===== src/rtl/my_pkg.sv =====
// Shared widths, memory-operation encodings and arbiter state type for the
// instruction/data memory arbiter.
package my_pkg;

    localparam int ADDR_WIDTH = 32;
    localparam int DATA_WIDTH = 32;

    // Size/sign codes carried on d_op / m_op.
    typedef enum logic [2:0] {
        MEM_OP_B  = 3'b000,
        MEM_OP_H  = 3'b001,
        MEM_OP_W  = 3'b010,
        MEM_OP_BU = 3'b100,
        MEM_OP_HU = 3'b101
    } mem_op_e;

    typedef enum logic [1:0] {
        IDLE,
        BUSY_I,
        BUSY_D
    } arb_state_t;

endpackage


===== src/rtl/mem_arbiter.sv =====
// Two-port (fetch/data) arbiter onto a single memory port with one transaction
// outstanding; data has priority unless fetch has lost STARVE_LIMIT times.
module mem_arbiter #(
    parameter int ADDR_WIDTH   = my_pkg::ADDR_WIDTH,
    parameter int DATA_WIDTH   = my_pkg::DATA_WIDTH,
    parameter int STARVE_LIMIT = 4
) (
    input  logic                  clk,
    input  logic                  rst_n,

    input  logic                  if_req,
    input  logic [ADDR_WIDTH-1:0] if_addr,
    output logic                  if_gnt,
    output logic                  if_rvalid,
    output logic [DATA_WIDTH-1:0] if_rdata,

    input  logic                  d_req,
    input  logic                  d_we,
    input  logic [2:0]            d_op,
    input  logic [ADDR_WIDTH-1:0] d_addr,
    input  logic [DATA_WIDTH-1:0] d_wdata,
    output logic                  d_gnt,
    output logic                  d_rvalid,
    output logic [DATA_WIDTH-1:0] d_rdata,

    output logic                  m_req,
    output logic                  m_we,
    output logic [2:0]            m_op,
    output logic [ADDR_WIDTH-1:0] m_addr,
    output logic [DATA_WIDTH-1:0] m_wdata,
    input  logic                  m_ready,
    input  logic                  m_rvalid,
    input  logic [DATA_WIDTH-1:0] m_rdata
);
    import my_pkg::*;

    localparam int               CNT_W   = $clog2(STARVE_LIMIT + 1);
    localparam logic [CNT_W-1:0] CNT_MAX = CNT_W'(STARVE_LIMIT);

    arb_state_t       state_q, state_d;
    logic [CNT_W-1:0] starve_q, starve_d;
    logic             pick_if;

    // NOTE: state registers use non-blocking assignments and the async reset
    // branch; the combinational block below uses blocking assignments only.
    always_ff @(posedge clk or negedge rst_n) begin
        if (!rst_n) begin
            state_q  <= IDLE;
            starve_q <= '0;
        end else begin
            state_q  <= state_d;
            starve_q <= starve_d;
        end
    end

    always_comb begin
        // NOTE: every output gets a default first so no path can infer a latch.
        state_d   = state_q;
        starve_d  = starve_q;
        pick_if   = 1'b0;
        if_gnt    = 1'b0;
        if_rvalid = 1'b0;
        if_rdata  = '0;
        d_gnt     = 1'b0;
        d_rvalid  = 1'b0;
        d_rdata   = '0;
        m_req     = 1'b0;
        m_we      = 1'b0;
        m_op      = '0;
        m_addr    = '0;
        m_wdata   = '0;

        // Outputs are combinational from the inputs, so reset must mask them too.
        if (rst_n) begin
            unique case (state_q)
                IDLE: begin
                    pick_if = if_req && (!d_req || starve_q == CNT_MAX);
                    if (if_req || d_req) begin
                        m_req = 1'b1;
                        if (pick_if) begin
                            m_op   = MEM_OP_W;
                            m_addr = if_addr;
                        end else begin
                            m_we    = d_we;
                            m_op    = d_op;
                            m_addr  = d_addr;
                            m_wdata = d_wdata;
                        end
                        if (m_ready) begin
                            if_gnt  = pick_if;
                            d_gnt   = !pick_if;
                            state_d = pick_if ? BUSY_I : BUSY_D;
                        end
                    end
                end
                BUSY_I: begin
                    if (m_rvalid) begin
                        if_rvalid = 1'b1;
                        if_rdata  = m_rdata;
                        state_d   = IDLE;
                    end
                end
                BUSY_D: begin
                    if (m_rvalid) begin
                        d_rvalid = 1'b1;
                        d_rdata  = m_rdata;
                        state_d  = IDLE;
                    end
                end
                default: state_d = IDLE;
            endcase

            // Count data wins that happened while fetch was waiting.
            if (!if_req || if_gnt) begin
                starve_d = '0;
            end else if (d_gnt && starve_q != CNT_MAX) begin
                starve_d = starve_q + 1'b1;
            end
        end
    end

endmodule


===== config.mk =====
export PLATFORM = sky130hd
export DESIGN_NAME = mem_arbiter
export DESIGN_NICKNAME = d
export VERILOG_FILES = /design/src/rtl/my_pkg.sv /design/src/rtl/mem_arbiter.sv
export SDC_FILE = /design/constraint.sdc
export NUM_CORES = 1
export LEC_CHECK = 0
export ABC_CLOCK_PERIOD_IN_PS = 2100
export BUFFER_PORTS_ARGS = -buffer_cell sky130_fd_sc_hd__buf_2
export CAP_MARGIN = 20
export CORE_AREA = 5 5 104 106
export DETAILED_ROUTE_END_ITERATION = 10
export DIE_AREA = 0 0 109 111
export SLEW_MARGIN = 20
export SYNTH_ARGS = -nofsm -noshare
export SYNTH_HDL_FRONTEND = slang
export SYNTH_SLANG_ARGS = --single-unit

===== constraint.sdc =====
create_clock -name clk -period 2.1 [get_ports clk]
set_input_delay 0.42 -clock clk [delete_from_list [all_inputs] [get_ports clk]]
set_output_delay 0.42 -clock clk [all_outputs]
set_load 0.05 [all_outputs]

==> results <==
- The number of design-rule violations left by the first detailed-router iteration is around 120.
- In the routed layout, each cell is associated on average with a via count of 4.30.
- The async set-reset flop share out of synthesis is 100%.
- Once the floorplan was initialized, standard cells occupied approximately 16% of the core.
- The mean routed wirelength per cell is ~16 µm.
- The worst hold path belongs to the class input pin to asynchronous set/reset pin.
- The non-filler instance count after layout is 693.
- Traced cell by cell, the critical path runs through inv_2 > ha_4 > nand2_4 > a21boi_4 > buf_4 > clkbuf_16 > nand2_1 > a21oi_2 > buf_6.
- The worst vdd rail ir drop is approximately 0.29 mV.
- The number of placed cells counting well taps is around 670.
- Power spread over the standard cell area amounts to between 500 and 600 mW/mm².
- The total of max-cap violations is 0.
- In this run the worst path has a maximum fanout of 8.
- The checks that failed: negative setup slack.
- The final critical path takes up 105% of the cycle.
- The max-slew violation count was 0.
- The area growth from synthesis to layout is 217%.
- The synthesized flop and latch total is 5.
- The final setup slack of the worst path is -0.0975 ns.
- The leading cell type by number of instances after synthesis is sky130_fd_sc_hd__and2_1.
- Yosys attributes the largest share of cell area to sky130_fd_sc_hd__and2_1 (41%), sky130_fd_sc_hd__nand2_1 (18%), sky130_fd_sc_hd__a21oi_1 (11%), sky130_fd_sc_hd__dfrtp_1 (8.2%), sky130_fd_sc_hd__ha_1 (4.1%).
- The critical path is of the flop to output pin type.
- The die boundary width is 109 µm.
- The total vias in the final route is 2,979.
- The die area is about 0.012 mm².
- The max-slew headroom at the worst pin is 70.5%.
- In this design, the stage delay of the slowest critical-path cell is roughly 0.38 ns.
- Across every metal layer, demand over resource in global routing totals roughly 15%.
- In this run the deepest clock path goes through 2 buffers.
- Summed over all failing endpoints, the final setup total negative slack is -3.36 ns.
- The kind of start point of the critical path is a flop.
- The floorplan has 36 rows.
- The number of levels in the clock H-tree is 1.
- The final number of hold-violating endpoints is 0.
- The number of antenna violations at the first check in global routing came to 0.
- The final RePlAce weighted congestion is 0.802.
- Port buffering added 274 buffers.
- Wires add up to between 10 and 15 mm.
- In this run, post-CTS hold repair placed 0 buffers.
- Entering global routing, the biggest net connects 36 pins.
- The share of the synthesized area in the top cell type is between 40% and 50%.
- The critical path endpoint category is an output pin.
- The first global-routing pass estimated approximately 15 mm of wire.
- The post-detailed-route DRC marker count is 0.
- Setup repair after global routing could not meet its margin everywhere.
- The data arrival at the endpoint of the critical path is around 1.8 ns.
- The post-layout net count is slightly above 700.
- The latest clock arrival within the worst-skew pair is 0.22 ns.
- The repair_antennas step left the layout with diodes totalling 0.
- The run finished, with violations left.
- The synthesized design contains 0 enable-type register cells.
- The highest-delay cell along the critical path is sky130_fd_sc_hd__dfrtp_1.
- STA puts the critical path data required time at roughly 1.7 ns.
- The detailed placement HPWL is ~7.3 mm.
- Counting instances in the post-synthesis netlist gives the leading cell types as sky130_fd_sc_hd__and2_1 (99), sky130_fd_sc_hd__nand2_1 (71), sky130_fd_sc_hd__a21oi_1 (32).
- Counting every net in the synthesized netlist gives between 400 and 500.
- The top flip-flop cell by instance count after synthesis is sky130_fd_sc_hd__dfrtp_1.
- The cell count after synthesis came out at 265.
- The sequential element share of the synthesized area is roughly 8.2%.
- The count of synthesis-stage warnings from yosys is 0.
- The boundary pin count is between 200 and 300.
- For this run, the top clock speed supported by timing is ~460 MHz.
- Clock-pin slew was measured on the worst setup and hold paths at about 0.03 ns.
- In this run the vertical extent of the chip is between 100 and 150 µm.
- The clock tree from TritonCTS is yes.
- The buffer type at the clock tree root is sky130_fd_sc_hd__clkbuf_8.
- Setup violations remaining at the end of the flow were counted as 65.
- The first TritonRoute pass finished after 4 iterations.
- The count of distinct cell types in the synthesized netlist is 23.
- In this run the cell area of the synthesized design comes to about 0.0015 mm².
- The final global-route overflow total is 0.
- The number of buffer and inverter stages on the critical path is 4.
- Among cell families on the critical path, the largest total delay comes from buffers and inverters.
- At the pin with the least slew margin, the transition time is between 0.4 and 0.5 ns.
- The via count of the first global-routing pass is just over 3k.
- The biggest area contributor in the post-synthesis netlist is sky130_fd_sc_hd__and2_1.
- For the final database, setup skew stands at 0.000222 ns.
- The share of cells above drive strength 1 is between 70% and 80%.
- At the placement stage, the worst setup path has a slack of between 0.02 and 0.025 ns.
- Subtracting the final worst setup slack from the clock period gives about 2.2 ns.
- The region available for standard cell placement spans between 0.009 and 0.01 mm².
- Counting every sink on the clock net gives 5.
- The CTS buffer count is 3.
- The count of antenna-violating nets left after detailed routing is 0.
- A synthesized cell averages about 5.7 µm².
- The total leakage power is between 0.002 and 0.003 µW.
==> cell type report <==
type                            instances  area (µm²)
Tap cell                              133         166
Inverter                                7        26.3
Fill cell                             855        4850
Timing Repair Buffer                  311        2680
Clock buffer                            4        45.0
Multi-Input combinational cell        233        1790
Sequential cell                         5         125
==> worst paths after layout <==
path,depth (start not counted),from,slack [ns],to
setup / recovery,9,starve_q[0],-0.1,m_addr[31]
hold / removal,1,rst_n,0.03,state_q[1]
max in group asynchronous,2,rst_n,1.78,starve_q[2]
setup reg to reg,8,state_q[0],0.21,starve_q[2]
min in group clk,2,starve_q[0],0.61,starve_q[0]
hold reg to reg,2,starve_q[0],0.61,starve_q[0]
==> what timing repair did <==
| item | 4_1_cts | 5_1_grt |
|---|---|---|
| resized for setup | 165 | 239 |
| buffers inserted | 9 | 6 |
| cloned | 6 | 5 |
| endpoints found under the setup margin | 70 | 129 |
| pin swaps | 9 | 25 |
==> stage by stage <==
stage	cell area (µm²)	util, %	hold WS, ns	power, µW
2_1_floorplan	1710	-	0.124	1420
3_5_place_dp	3370	34.8	0.255	1940
4_1_cts	4090	42.2	0.0239	2560
5_1_grt	4830	49.9	0.0298	2970
3_3_place_gp	3370	34.8	0.254	1920
6_report	4830	49.9	0.0326	2820
==> metal layers <==
layer  up-vias  global-route usage [%]  share of wire, %
met5         -                       0                 0
met4         0                    1.68               1.4
met1      1373                    14.5                32
met2       172                    30.9                57
met3        12                    3.15               9.7
li1       1422                       -                 -
==> report_power, final <==
group	internal, µW	total (µW)	switching (µW)
registers	117	131	14.2
clock network	130	172	42.0
logic	1030	2520	1490
==> state kept, by name, indices dropped and copies added (netlist names) <==
| register | flops |
|---|---|
| starve_q | 3 |
| state_q | 2 |
==> cells by family (layout without fill, tap and decap cells) <==
family	after synthesis	in the layout	share of synthesized area [%]
AO/OA/AOI/OAI	47	47	17.9
adder cells (fa/ha/maj)	5	5	4.11
buffers and inverters	27	322	7.40
flip-flops	5	5	8.22
AND/OR/NAND/NOR	181	181	62.4
==> cell usage in the layout, fill, tap and decap left out, types with 2 or more instances in the layout <==
cell type	instances
sky130_fd_sc_hd__inv_2	4
sky130_fd_sc_hd__ha_1	3
sky130_fd_sc_hd__a21oi_2	15
sky130_fd_sc_hd__nand2_1	39
sky130_fd_sc_hd__buf_2	143
sky130_fd_sc_hd__nand2_2	19
sky130_fd_sc_hd__a21oi_4	17
sky130_fd_sc_hd__nand3_1	2
sky130_fd_sc_hd__o21ai_0	4
sky130_fd_sc_hd__and2_4	2
sky130_fd_sc_hd__inv_1	3
sky130_fd_sc_hd__buf_4	45
sky130_fd_sc_hd__clkbuf_8	3
sky130_fd_sc_hd__and2_2	29
sky130_fd_sc_hd__and3_1	2
sky130_fd_sc_hd__nand2_4	13
sky130_fd_sc_hd__dfrtp_1	5
sky130_fd_sc_hd__nor2_1	2
sky130_fd_sc_hd__buf_8	17
sky130_fd_sc_hd__clkbuf_16	4
sky130_fd_sc_hd__and2_1	68
sky130_fd_sc_hd__buf_12	10
sky130_fd_sc_hd__a22o_1	2
sky130_fd_sc_hd__o31ai_1	2
sky130_fd_sc_hd__ha_4	2
sky130_fd_sc_hd__buf_6	90
Power figures use the tool's default switching activity.
